<file path="config.mk">
export PLATFORM = sky130hd
export DESIGN_NAME = des_f_serial
export DESIGN_NICKNAME = d
export VERILOG_FILES = /design/src/rtl/des_f_serial.sv
export SDC_FILE = /design/constraint.sdc
export NUM_CORES = 1
export LEC_CHECK = 0
export BUFFER_PORTS_ARGS = -buffer_cell sky130_fd_sc_hd__buf_2
export CAP_MARGIN = 20
export CORE_MARGIN = 2
export CORE_UTILIZATION = 25
export DETAILED_ROUTE_END_ITERATION = 10
export PLACE_DENSITY = 0.48
export SETUP_SLACK_MARGIN = 0.5
export SYNTH_ARGS = -nofsm -noshare
export SYNTH_HDL_FRONTEND = slang
export SYNTH_SLANG_ARGS = --single-unit
</file>
<file path="constraint.sdc">
create_clock -name clk -period 4.5 [get_ports clk]
set_input_delay 0.9 -clock clk [delete_from_list [all_inputs] [get_ports clk]]
set_output_delay 0.9 -clock clk [all_outputs]
set_load 0.005 [all_outputs]
</file>
<file path="src/rtl/des_f_serial.sv">
// Serial DES round function: f(R,K) = P(S(E(R) xor K)), with one shared S-box
// path that handles one 6-bit chunk per cycle, so each result takes 8 cycles.
//   state | meaning
//   IDLE  | waiting for start; f_out holds the last result
//   SUB   | one S-box lookup per cycle, cnt selects the chunk and the S-box
module des_f_serial (
   input  logic        clk,
   input  logic        n_rst,
   input  logic        start,
   input  logic [31:0] r_in,
   input  logic [47:0] subkey,
   output logic        busy,
   output logic        done,
   output logic [31:0] f_out
);

   typedef enum logic {IDLE, SUB} state_t;

   // Each table is row-major: entry (row*16 + col), row 0 column 0 in the top nibble.
   localparam logic [255:0] S_TAB [8] = '{
      256'hE4D12FB83A6C5907_0F74E2D1A6CB9538_41E8D62BFC973A50_FC8249175B3EA06D,
      256'hF18E6B34972DC05A_3D47F28EC01A69B5_0E7BA4D158C6932F_D8A13F42B67C05E9,
      256'hA09E63F51DC7B428_D709346A285ECBF1_D6498F30B12C5AE7_1AD069874FE3B52C,
      256'h7DE3069A1285BC4F_D8B56F03472C1AE9_A690CB7DF13E5284_3F06A1D8945BC72E,
      256'h2C417AB6853FD0E9_EB2C47D150FA3986_421BAD78F9C5630E_B8C71E2D6F09A453,
      256'hC1AF92680D34E75B_AF427C9561DE0B38_9EF528C3704A1DB6_432C95FABE17608D,
      256'h4B2EF08D3C975A61_D0B7491AE35C2F86_14BDC37EAF680592_6BD814A7950FE23C,
      256'hD2846FB1A93E50C7_1FD8A374C56B0E92_7B419CE206ADF358_21E74A8DFC90356B
   };

   function automatic logic [47:0] e_exp(input logic [31:0] r);
      return {r[0], r[31:27], r[28:23], r[24:19], r[20:15],
              r[16:11], r[12:7], r[8:3], r[4:0], r[31]};
   endfunction

   function automatic logic [31:0] p_perm(input logic [31:0] v);
      return {v[16], v[25], v[12], v[11], v[3],  v[20], v[4],  v[15],
              v[31], v[17], v[9],  v[6],  v[27], v[14], v[1],  v[22],
              v[30], v[24], v[8],  v[18], v[0],  v[5],  v[29], v[23],
              v[13], v[19], v[2],  v[26], v[10], v[21], v[28], v[7]};
   endfunction

   function automatic logic [3:0] s_lookup(input logic [2:0] n, input logic [5:0] c);
      logic [5:0]   idx;
      logic [255:0] t;
      idx = {c[5], c[0], c[4:1]};
      t   = S_TAB[n] << {idx, 2'b00};
      return t[255:252];
   endfunction

   state_t      state;
   logic [47:0] x;
   logic [2:0]  cnt;
   logic [31:0] acc;
   logic [5:0]  base;
   logic [5:0]  chunk;
   logic [3:0]  nibble;
   logic [31:0] acc_next;

   always_comb begin
      base     = 6'd47 - 6'd6 * {3'd0, cnt};
      chunk    = x[base -: 6];
      nibble   = s_lookup(cnt, chunk);
      acc_next = {acc[27:0], nibble};
   end

   assign busy = (state == SUB);

   always_ff @(posedge clk) begin
      if (!n_rst) begin
         state <= IDLE;
         x     <= '0;
         cnt   <= '0;
         acc   <= '0;
         done  <= 1'b0;
         f_out <= '0;
      end else begin
         done <= 1'b0;
         case (state)
            IDLE: begin
               if (start) begin
                  x     <= e_exp(r_in) ^ subkey;
                  cnt   <= '0;
                  acc   <= '0;
                  state <= SUB;
               end
            end
            SUB: begin
               acc <= acc_next;
               cnt <= cnt + 3'd1;
               if (cnt == 3'd7) begin
                  f_out <= p_perm(acc_next);
                  done  <= 1'b1;
                  state <= IDLE;
               end
            end
            default: state <= IDLE;
         endcase
      end
   end

endmodule
</file>
==> results.txt, run 1 <==
The depth of the most critical reg-to-reg path came out at 13. The maximum clock frequency came out at 244.9 MHz. The worst hold path terminates at f_out[27]$_SDFFE_PN0P_. Once detailed placement completed, the half-perimeter wirelength came to 30,040 µm. Counting every sink on the clock net gives 113. The flow ran to the end, and the final reports show no timing, DRC or antenna violations. The count of buffers inserted at the top-level ports came out at 116. The source-to-sink clock delay at the later pin of the worst-skew pair is 430 ps. The wire length the detailed router placed on met1 came out at 17,380 µm.

The cell family with the largest share of critical-path delay is compound AO/OA/AOI/OAI gates. The startpoint of the worst register-to-register path is cnt[1]$_SDFFE_PN0P_. The total power per unit cell area is 334.1 nW/µm². After synthesis, the largest area contributor takes up 24.53% of total cell area. The count of TritonRoute iterations in the first routing pass came out at 6.

The path class of the tightest hold or removal check is reg -> reg. The maximum number of pins on one net before global-route repair came out at 84. The number of buffer and inverter stages on the critical path is 2. For this design, the CTS-stage hold fixing added 0 buffers.

Global routing used 21.66% of the available tracks. The via count is 9,998. At the pin with the least slew margin, the transition time is 1051 ps.

The number of global-route vias before repair came out at 9,798. The average instance in the mapped netlist occupies 8.271 µm². The average wire length per cell after detail routing came out at 23.92 µm. At the worst endpoint, the arrival time is 4400 ps. The final setup violation count is 0. The leakage power figure came out at 0.005022 µW. The share of flip-flops with an asynchronous set or reset after synthesis came out at 0%.

The count of unresolved DRC violations after routing came out at 0. Leaving out fill and tap cells, the most frequent cells in the layout are 133 x nand2_1, 116 x buf_2, 111 x buf_4. The data required time at the worst endpoint came out at 4820 ps. The most common flop cell mapped by yosys is dfxtp_1. The sum of routed wire length over all layers is 41,860 µm.

Summed over all nets, wire length on met3 after detailed routing comes to 3152 µm. The share of layout cells above drive strength 1 is 30.84%. The final global-route overflow total came out at 0.

The count of routing violations after the opening detailed-route iteration came out at 1,254. The vertical die dimension came out at 196.1 µm. Yosys attributes the largest share of cell area to dfxtp_1 25%, nand2_1 5.5%, o211a_1 5.3%. The initial antenna violation count came out at 1. The critical path is of the reg -> reg type. The finished layout holds 1,750 standard cells, fillers aside. The number of instances in the placed design is 1,695. The relative max-transition margin is 29.87%. The count of maximum capacitance violations is 0. The critical path goes through ha_4 > fa_2 > buf_6 > mux4_2 > a22o_4 > and3_4 > buf_12 > mux4_2 > nor2_2 > a31oi_2 > a2111oi_4 > nor3_2 > a311o_1. The Yosys step of the flow raised 0 warnings. The endpoint class of the critical path is a flip-flop.

The deepest clock path buffer count is 2. The maximum single-stage delay on the critical path is 680 ps. The worst setup path is launched from a flip-flop.

The post-CTS clock slew at the launch and capture registers of the worst setup and hold paths is 60 ps. Setup repair after global routing could not meet its margin everywhere. The largest individual stage delay along the critical path comes from the cell fa_2.

In the detailed route, the total length drawn on met2 is 18,560 µm. The final-report hold violation count is 0. The overall die area is 38,440 µm². Counting stages on the worst path, the most repeated cell is mux4_2. In the finished design, the share of the clock period the worst path needs comes to 90.74%.

In this run the most critical hold path is launched from f_out[27]$_SDFFE_PN0P_. The deepest level of the CTS H-tree came out at 4. The library cell occupying the most area in the post-synthesis netlist is dfxtp_1. The count of fill cells added during filler insertion is 3,863. Synthesis inferred 113 register bits. The ratio of routed vias to standard cells came out at 5.713. Counting instances, the worst hold path has a depth of 2. The first global-routing pass estimated 63,110 µm of wire. The top-level I/O count is 117. The post-route worst setup slack is 416.5 ps.

The total CTS buffers came out at 17. The worst register-to-register path ends at acc[1]$_SDFFE_PN0P_. The most common library cell in the layout ignoring fill and taps is nand2_1. The maximum VDD drop came out at 0.2646 mV. The clock tree root buffer cell is clkbuf_16. The number of distinct library cells after synthesis is 81. The worst setup slack for register-to-register paths came out at 420 ps. Of all nets on the critical path, the largest fanout is 6.

The placeable core area came out at 36,430 µm². The starting density of the core is 25.31%. The routability congestion estimate from global placement is 1.023. The net total in the final layout came out at 1,368. The die width came out at 196.1 µm. Once detail routing completed, the nets flagged for antenna violations numbered 0.

TritonCTS built the clock tree. Summing the sequential cell areas from Yosys gives 24.53% of the chip area. The synthesized netlist occupies a cell area of 9223 µm². The final-report max-slew violation count came to 0. The gate count after technology mapping came out at 1,115. Summed over all failing endpoints, the final setup total negative slack is 0 ps. The number of rows created at floorplan came out at 70. The worst hold slack is 451.7 ps.

For the final database, setup skew stands at 11.65 ps. The number of enable flip-flop cells after synthesis is 0. Compared with the post-synthesis result, the final layout area differs by 31.57%. Timing analysis after detailed placement gives a worst setup slack of 1.936 ps. The detailed router used layers up to and including met4.

The shortest period the worst path allows is 4083 ps. The number of nets produced by synthesis is 1,215.
[timing repair]
item / CTS / global route
pin swaps: 11 / 14
buffers inserted: 6 / 12
gates resized for setup: 49 / 41
gates cloned: 2 / 2
endpoints found under the setup margin: 8 / 8
[sequential cells by signal (all words and copies together) (netlist names)]
signal and flops:
x 48, f_out 32, acc 28, cnt 3, busy 1, done 1
[logic make-up after synthesis]
kind of cell	count (synthesis)	share of synthesized area (%)
AOI/OAI and AO/OA	370	30.88
and+or+nand+nor	363	19.59
buffers and inverters	126	6.281
DFF	113	24.53
muxes	74	11.11
xor gates and xnor gates	52	5.223
adders and majority gates	17	2.388
[final cells by class]
type	count	area, µm²	share of cell area, %
flip-flops and latches	113	2270	18.70
repair buffers	250	1831	15.09
diodes	1	2.502	0.02062
well taps	468	585.6	4.826
clock inverters	13	185.2	1.526
inverters	10	37.54	0.3093
clock buffers	19	442.9	3.650
multi-input cells	876	6780	55.88
[worst max path at each step]
stage                              startpoint                  end  slack, ps  cells after the start
after floorplan           cnt[1]$_SDFFE_PN0P_  acc[1]$_SDFFE_PN0P_        510                     16
after global placement    cnt[1]$_SDFFE_PN0P_  acc[0]$_SDFFE_PN0P_         -7                     15
after detailed placement  cnt[1]$_SDFFE_PN0P_  acc[0]$_SDFFE_PN0P_          2                     15
after CTS                 cnt[1]$_SDFFE_PN0P_  acc[0]$_SDFFE_PN0P_        460                     16
after global routing      cnt[1]$_SDFFE_PN0P_  acc[1]$_SDFFE_PN0P_        300                     13
final                     cnt[1]$_SDFFE_PN0P_  acc[1]$_SDFFE_PN0P_        420                     13
[power breakdown]
part,switching (µW),internal [µW]
Sequential,58.0,1050
Clock,489,939
Combinational,873,649
[metal layers]
layer  vias to the layer above  track usage, %
met1                      4745           27.97
met3                       151           3.954
met4                         0           12.43
li1                       4568               -
met5                         -               0
met2                       534           33.97
[stage by stage]
stage	util, %	power (µW)	cell area (µm²)
after global placement	29.74	2491	10840
final	33.30	4054	12130
after floorplan	-	1913	9224
after CTS	32.37	3992	11800
after detailed placement	29.74	2466	10840
after global routing	33.30	4219	12130
[worst register-to-register path, stage by stage (launching register included)]
cell and delay (ps):
dfxtp_4 360, ha_4 170, fa_2 680, buf_6 160, mux4_2 510, a22o_4 300, and3_4 210, buf_12 150
mux4_2 440, nor2_2 110, a31oi_2 70, a2111oi_4 490, nor3_2 60, a311o_1 270
[synthesized netlist by cell type, types with 17 or more instances]
cell type	count
a21oi_1	62
a22o_1	33
a31oi_1	23
buf_2	31
clkbuf_1	64
dfxtp_1	113
mux2_2	17
mux2i_1	36
mux4_2	21
nand2_1	135
nand3_1	19
nor2_1	61
nor2b_1	33
nor3_1	25
nor3b_1	25
o211a_1	49
o211ai_1	20
o21ai_0	31
xnor2_1	50
(Power assumes the default switching activity.)
==> run 2, diff against run 1 <==
ABC_AREA = 1   (was not set)
==> run 2 against run 1 <==
  * Final cell count is 18% higher
  * Worst hold slack got worse by 7.7 ps
  * Synthesized cell count increased by 36%
  * Power decreased by 1.8%
  * Critical path depth grew 5
  * Count of clock-buffer cells in the layout did not move
  * Final area fell by 12%
  * Combinational power decreased by 3%
  * Die area increased by 0.37%
  * Via count increased by 4.4%
  * Critical endpoint is now acc[3]$_SDFFE_PN0P_
  * Highest routed layer unchanged
==> results.txt, run 2 <==
The count of maximum capacitance violations is 0. The start point of the worst min-delay path is acc[25]$_SDFFE_PN0P_. Setup violations remaining at the end of the flow were counted as 0. The library cell used most frequently in the layout, excluding fill and tap cells, is nand2_1. The most common flop cell mapped by yosys is dfxtp_1. The maximum VDD drop is 0.2076 mV. The kind of path behind the tightest hold check is reg -> reg. In the synthesized netlist, the cells that appear most often are 491 x nand2_1, 327 x nand3_1, 114 x nor2_1, 113 x dfxtp_1.

The source-to-sink clock delay at the later pin of the worst-skew pair is 420 ps. After synthesis, the netlist uses 41 different library cells. The area of combinational cells with multiple inputs is 6027 µm². The largest registers in the layout are x: 48 flops, f_out: 32 flops, acc: 28 flops.

The shortest period the worst path allows came out at 3720 ps. The ratio of routed vias to standard cells came out at 5.072. The total power per unit cell area came out at 372.6 nW/µm².

The placeable core area came out at 36,520 µm². The largest fanout of any net on the critical path came out at 82. The run finished with clean final reports.

The repair_antennas step left the layout with diodes totalling 0. By area the synthesized netlist is led by dfxtp_1 24%, nand2_1 20%, nand3_1 18%. The worst register-to-register path ends at acc[3]$_SDFFE_PN0P_.

The flip-flop count of the largest register, all copies and words added is 48. The register with the most flip-flops is x. The deepest clock path buffer count is 2. Once detail routing completed, the nets flagged for antenna violations numbered 0.

The number of global-route vias before repair came to 10,071. Detailed placement finished with a half-perimeter wire length of 25,420 µm. Row generation in the floorplan step produced 70 rows. The path type of the worst setup path is reg -> reg. The count of TritonRoute iterations in the first routing pass is 5.

Fill cells in the final layout number 4,066. The wire length of the first global-routing pass is 57,080 µm. The number of buffers inserted to repair setup after CTS came out at 0. Setup repair after global routing left no endpoint under its margin.

The mapped netlist covers 9258 µm². The cell area after layout is 10,680 µm². In this run the mean area of a mapped cell was 6.103 µm². STA puts the critical path data required time at 4760 ps.

For this run, the number of Yosys warnings is 0. The post-route fraction of the period consumed by the critical path came out at 82.68%. The count of routing violations after the opening detailed-route iteration is 1,084. The largest total area in the synthesized netlist belongs to dfxtp_1. In the synthesized netlist the async set-or-reset flop fraction comes to 0%. Synthesis inferred 113 register bits.

The number of nets produced by synthesis is 1,617. The design draws 3981 µW. In the layout the commonest cells are 490 x nand2_1, 327 x nand3_1, 116 x buf_2. The number of enable flip-flop cells after synthesis came out at 0. The depth of the most critical reg-to-reg path came out at 18.

The overall die area is 38,590 µm². The growth of design area from synthesis to finish is 15.39%. The vertical die dimension is 196.4 µm.

The average wire length per cell after detail routing is 17.60 µm. The clock tree from TritonCTS is built. Global routing used 18.85% of the available tracks. Of the cells placed in the final design, the portion with a size suffix greater than 1 is 14.54%.

By instance count, the leading cell after synthesis is nand2_1. Buffers inserted during clock tree synthesis total 17. The worst setup slack for register-to-register paths came out at 780 ps. The data arrival time of the critical path came out at 3990 ps. In the final layout, flip-flops and latches occupy 2265 µm².

The final clock skew came out at 8.164 ps. The count of unresolved DRC violations after routing came out at 0. For hold timing, the worst endpoint is f_out[9]$_SDFFE_PN0P_. The final-report hold violation count is 0. Wires add up to 36,190 µm.

The worst setup path is launched from a flip-flop. The part of the Yosys area used for sequential elements came out at 24.44%. The placed instance area came out at 10,030 µm². The slew at the pin closest to its max-slew limit is 882.6 ps.

The top-level I/O count came out at 117. The leakage power figure came out at 0.005032 µW. The die width is 196.4 µm. The tree built by TritonCTS fans out to 113 sinks. Routability-driven placement finished with a final weighted congestion of 0.9778. Global routing finished with a remaining overflow of 0.

The gate count after technology mapping is 1,517. The via count came out at 10,434. The share of the synthesized area in the top cell type is 24.44%. The worst pin sits at a relative slew slack of 41.16%.

The initial antenna violation count came to 0. The net total in the final layout came out at 1,676. The worst setup path is captured at a flip-flop. The root buffer cell chosen for the clock tree is clkbuf_16. The deepest level of the CTS H-tree is 4. The starting density of the core is 25.35%. The count of cells along the worst hold path came out at 2. The count of buffers inserted at the top-level ports came out at 116.

In the final timing run, aggregate negative setup slack is 0 ps. The final-report max-slew violation count is 0. The post-CTS clock slew at the launch and capture registers of the worst setup and hold paths is 60 ps.

The worst register-to-register path begins at cnt[1]$_SDFFE_PN0P_. The maximum number of pins on one net before global-route repair is 83. Timing would allow up to 268.8 MHz.
## run 2: what timing repair did
action                                  in CTS  in global routing
hold buffers                                 0                  0
endpoints found under the setup margin       8                  8
gates cloned                                 0                  0
gates resized for setup                      3                  6
## run 2: report_power, final
| part | internal [µW] | total, µW | switching, µW |
|---|---|---|---|
| Clock | 926 | 1430 | 499 |
| Sequential | 1050 | 1080 | 34.9 |
| Combinational | 457 | 1470 | 1020 |
| Total | 2430 | 3980 | 1550 |
## run 2: worst max-delay path, stage by stage, from the launching register on
cell and delay, ps:
dfxtp_2 400, ha_1 230, fa_1 680, nand2_4 150, inv_2 140, nand2_1 110
nor2_2 160, nor2_4 50, nand2_4 100, buf_12 360, nand3_1 300, nand3_1 160
nand3_1 80, nand3_1 80, nand3_1 140, nand3_1 130, nand2_1 90, nand2_1 80
a21oi_2 50
## run 2: cells by family (layout without fill, tap and decap cells)
logic type / after synthesis / after routing / share of synthesized area (%)
buffers and inverters: 191 / 263 / 10.89
flip-flops: 113 / 113 / 24.44
XOR/XNOR: 50 / 50 / 4.933
AO/OA/AOI/OAI: 144 / 144 / 8.893
adder cells (fa/ha/maj): 17 / 17 / 2.379
multiplexers: 3 / 3 / 0.3244
AND/OR/NAND/NOR: 999 / 999 / 48.14
## run 2: layout make-up
type / instances / area share (%)
tap: 468 / 5.481
timing repair buffer: 147 / 8.152
clock inverter: 13 / 1.722
multi-input combinational: 1213 / 56.42
sequential: 113 / 21.20
clock buffer: 19 / 4.052
inverter: 84 / 2.975
## run 2: metrics by stage
stage | cells | setup slack (ps) | hold WS [ps] | utilization, %
after floorplan | 1517 | 1359 | 419.1 | -
after global placement | 2025 | 405.1 | 435.8 | 27.46
after detailed placement | 2025 | 341.5 | 439.7 | 27.46
after CTS | 2057 | 572.6 | 451.6 | 29.17
after global routing | 2057 | 501.4 | 473.9 | 29.25
final | 2057 | 779.5 | 444.0 | 29.25
## run 2: how the worst max path moves through the flow
stage | slack, ps | cells after the start | end | startpoint
6_report | 780 | 18 | acc[3]$_SDFFE_PN0P_ | cnt[1]$_SDFFE_PN0P_
5_1_grt | 500 | 19 | acc[3]$_SDFFE_PN0P_ | cnt[1]$_SDFFE_PN0P_
4_1_cts | 570 | 19 | acc[3]$_SDFFE_PN0P_ | cnt[1]$_SDFFE_PN0P_
3_5_place_dp | 340 | 19 | acc[3]$_SDFFE_PN0P_ | cnt[1]$_SDFFE_PN0P_
3_3_place_gp | 410 | 19 | acc[3]$_SDFFE_PN0P_ | cnt[1]$_SDFFE_PN0P_
2_1_floorplan | 1360 | 23 | acc[0]$_SDFFE_PN0P_ | cnt[1]$_SDFFE_PN0P_
## run 2: layer usage
layer | global-route usage [%] | vias up | wire length [µm]
met4 | 7.464 | 0 | 1135
met1 | 25.35 | 4842 | 16420
met2 | 29.51 | 418 | 16020
met3 | 3.850 | 69 | 2620
li1 | - | 5105 | -
met5 | 0 | - | 0
==> run 3, diff against run 2 <==
PLACE_DENSITY = 0.49   (was 0.48)
clock period = 3.18 ns   (was 4.5 ns; I/O delays follow)
==> run 3 against run 2 <==
  * The flow now finishes with violations (negative setup slack)
  * Non-clock buffer count grew 112
  * Critical endpoint is now acc[2]$_SDFFE_PN0P_
  * Sequential cell count is the same
  * Highest routed layer unchanged
  * Routed wire length grew 7.7%
  * Final area grew 17%
  * Sequential power grew 42%
  * Sequential share of layout area shrank 3.0 points
  * Final cell count grew 5.4%
==> results.txt, run 3 (same netlist as run 2, synthesis figures left out) <==
Ranked by flip-flop count, first place goes to x. The internal power component is 3919 µW. The final reports fail on negative setup slack. The largest registers in the layout are x: 48 flops, f_out: 32 flops, acc: 28 flops. The maximum VDD drop came out at 0.3488 mV. For this design the top-level I/O count stands at 117.

The placed instance area is 10,880 µm². The shortest period the worst path allows came out at 3228 ps. The worst setup slack for register-to-register paths came out at -50 ps. The flow ran to the end, but the final reports show violations. The final-report max-slew violation count came out at 0. The final critical path takes up 101.5% of the cycle. The clock network is responsible for 31.5% of the overall power.

The starting density of the core came out at 25.35%. The total CTS buffers came out at 17. Data on the critical path arrives at its endpoint at 3570 ps.

The utilization after layout came out at 34.18%. The post-route worst setup slack came out at -47.79 ps. The worst setup path is of the reg -> reg kind. Measured in cells, the most critical reg-to-reg path has a length of 22.

The count of cells along the worst hold path came out at 2. The vertical die dimension came out at 196.4 µm. The initial antenna violation count came out at 0. The number of global-route vias before repair is 10,399.

The wire length the detailed router placed on met1 is 16,990 µm. The final clock skew came out at 5.285 ps. The worst setup path is captured at a flip-flop. The worst pin sits at a relative slew slack of 57.97%. The fraction of power consumed by sequential logic is 23.9%. The via count came out at 11,018.

Counting stages on the worst path, the most repeated cell is nand3_2. The slew at the pin closest to its max-slew limit is 629.5 ps. Global routing used 19.46% of the available tracks across all layers. The final-report hold violation count came out at 0. The wire length on met2 is 17,470 µm. The routability congestion estimate from global placement is 0.9713.

The top routing layer in use is met4. The placeable core area is 36,520 µm². The analysis attributes to net switching a power of 2478 µW.

The min-delay analysis places its worst path in the category reg -> reg. The pre-CTS worst setup slack came out at -145.6 ps. Once layout is done, the placed cells without fillers occupy 12,480 µm².

In this design, the largest share of critical-path delay is due to simple AND/OR/NAND/NOR gates. The data required time at the worst endpoint is 3520 ps. The overall die area is 38,590 µm².

The count of maximum capacitance violations came out at 0. The half-perimeter wire length after placement came out at 27,120 µm. The final antenna-violating net count is 0. The final global-route overflow total is 0. The final setup violation count is 4. The routed length on met3 came out at 2812 µm. Total power for the finished layout comes to 6397 µW. Walking the worst path, the cells encountered are ha_4 > fa_2 > buf_6 > inv_6 > buf_8 > buf_4 > nand3_1 > nand3_2 > nand2_1 > nand2_2 > nand2_8 > buf_6 > buf_12 > clkbuf_16 > nand3_2 > nand3_1 > nand3_2 > nand3_2 > nand3_2 > nand2_2 > nand2_1 > a21oi_1.

The count of unresolved DRC violations after routing is 0. The flip-flop count of the largest register, all copies and words added came out at 48. The clock net sink count came out at 113. TritonCTS built the clock tree. Of the cells placed in the final design, the portion with a size suffix greater than 1 is 26.10%.

The count of routing violations after the opening detailed-route iteration is 1,174. The maximum single-stage delay on the critical path is 560 ps. Along the worst path, the maximum fanout reaches 10. The switching power as a share of total power is 38.73%. The final sum of negative setup slack is -163.7 ps.

The clock tree root buffer cell is clkbuf_16. The maximum clock frequency came out at 309.8 MHz. The wire length of the first global-routing pass is 59,090 µm. The count of TritonRoute iterations in the first routing pass is 6. The cts-stage hold buffer count came out at 0. The die width came out at 196.4 µm. The maximum number of pins on one net before global-route repair is 57. The deepest clock path buffer count came out at 2. The floorplan has 70 rows. The total power per unit cell area came out at 512.5 nW/µm². The net total in the final layout came out at 1,788. The average wire length per cell after detail routing is 17.97 µm. The sum of routed wire length over all layers is 38,980 µm.

The number of diodes added for antenna fixing came out at 0. The post-CTS clock slew at the launch and capture registers of the worst setup and hold paths came out at 60 ps. The count of buffers inserted at the top-level ports came out at 116. The cell type of the slowest stage on the worst timing path is fa_2. The path length in cells of the critical path is 22.

Setup repair after global routing could not meet its margin everywhere. The analysis attributes to cell leakage a power of 0.005906 µW. The ratio of routed vias to standard cells came out at 5.080. The library cell used most frequently in the layout, excluding fill and tap cells, is nand2_1. The source-to-sink clock delay at the later pin of the worst-skew pair is 420 ps. STA classifies the critical path startpoint as a flip-flop. The library cells used most frequently in the layout, excluding fill and tap cells, are 464 x nand2_1, 264 x nand3_1, 116 x buf_2. The share of total power in combinational logic came out at 44.6%. Counting both buffers and inverters, the worst setup path holds a total of 7. The H-tree generated during clock tree synthesis spans 4 levels.

Compared with the post-synthesis result, the final layout area differs by 34.83%.
==> run 3: cell types whose count changed in the layout (fill, tap and decap cells not counted), moves of 5 or more <==
cell,previous run,this run
buf_4,26,96
nand3_2,14,72
nor2_1,112,107
nand2_2,4,28
nand3_4,4,9
buf_12,4,28
nand3_1,327,264
nand2_1,490,464
buf_6,0,9
==> run 3: final cells by class <==
cell class	count	area, µm²
clock buffer	18	429.2
clock inverter	14	186.4
fill	3925	24040
inverter	84	322.8
multi-input combinational	1213	6507
sequential	113	2267
tap	468	585.6
timing repair buffer	259	2183
==> run 3: power by group through the flow <==
stage	clock network [µW]	logic [µW]	registers (µW)
detailed placement	0	2260	1560
CTS	2050	2420	1530
global route	2120	3060	1540
floorplan	0	1500	1540
global placement	0	2290	1560
finish	2010	2860	1530
==> run 3: routing by layer <==
metal	up-vias	GRT usage, %
met3	122	3.371
met2	511	31.64
met1	5050	25.42
met4	0	8.221
li1	5335	-
met5	-	0
==> run 3: worst paths after layout <==
path,end,startpoint
min reg2reg,f_out[15]$_SDFFE_PN0P_,acc[26]$_SDFFE_PN0P_
max,acc[2]$_SDFFE_PN0P_,cnt[1]$_SDFFE_PN0P_
min,f_out[15]$_SDFFE_PN0P_,acc[26]$_SDFFE_PN0P_
max reg2reg,acc[2]$_SDFFE_PN0P_,cnt[1]$_SDFFE_PN0P_
==> run 3: worst register-to-register path, cell delays in order, from the launching register on <==
cell	delay [ps]
dfxtp_4	360
ha_4	160
fa_2	560
buf_6	130
inv_6	40
buf_8	130
buf_4	140
nand3_1	100
nand3_2	110
nand2_1	110
nand2_2	90
nand2_8	110
buf_6	110
buf_12	110
clkbuf_16	170
nand3_2	80
nand3_1	100
nand3_2	80
nand3_2	100
nand3_2	80
nand2_2	90
nand2_1	50
a21oi_1	150
==> run 3: repair_timing <==
item / CTS / global route
resized for setup: 26 / 108
buffers inserted: 6 / 21
pin swaps: 4 / 59
endpoints found under the hold margin: 0 / 0
gates cloned: 2 / 4
setup endpoints to repair: 8 / 8
==> run 3: per-stage QoR <==
| step | hold WS [ps] | cells |
|---|---|---|
| after global placement | 444.2 | 2104 |
| final | 452.2 | 2169 |
| after CTS | 455.3 | 2144 |
| after global routing | 488.4 | 2169 |
| after floorplan | 419.1 | 1517 |
| after detailed placement | 444.7 | 2104 |
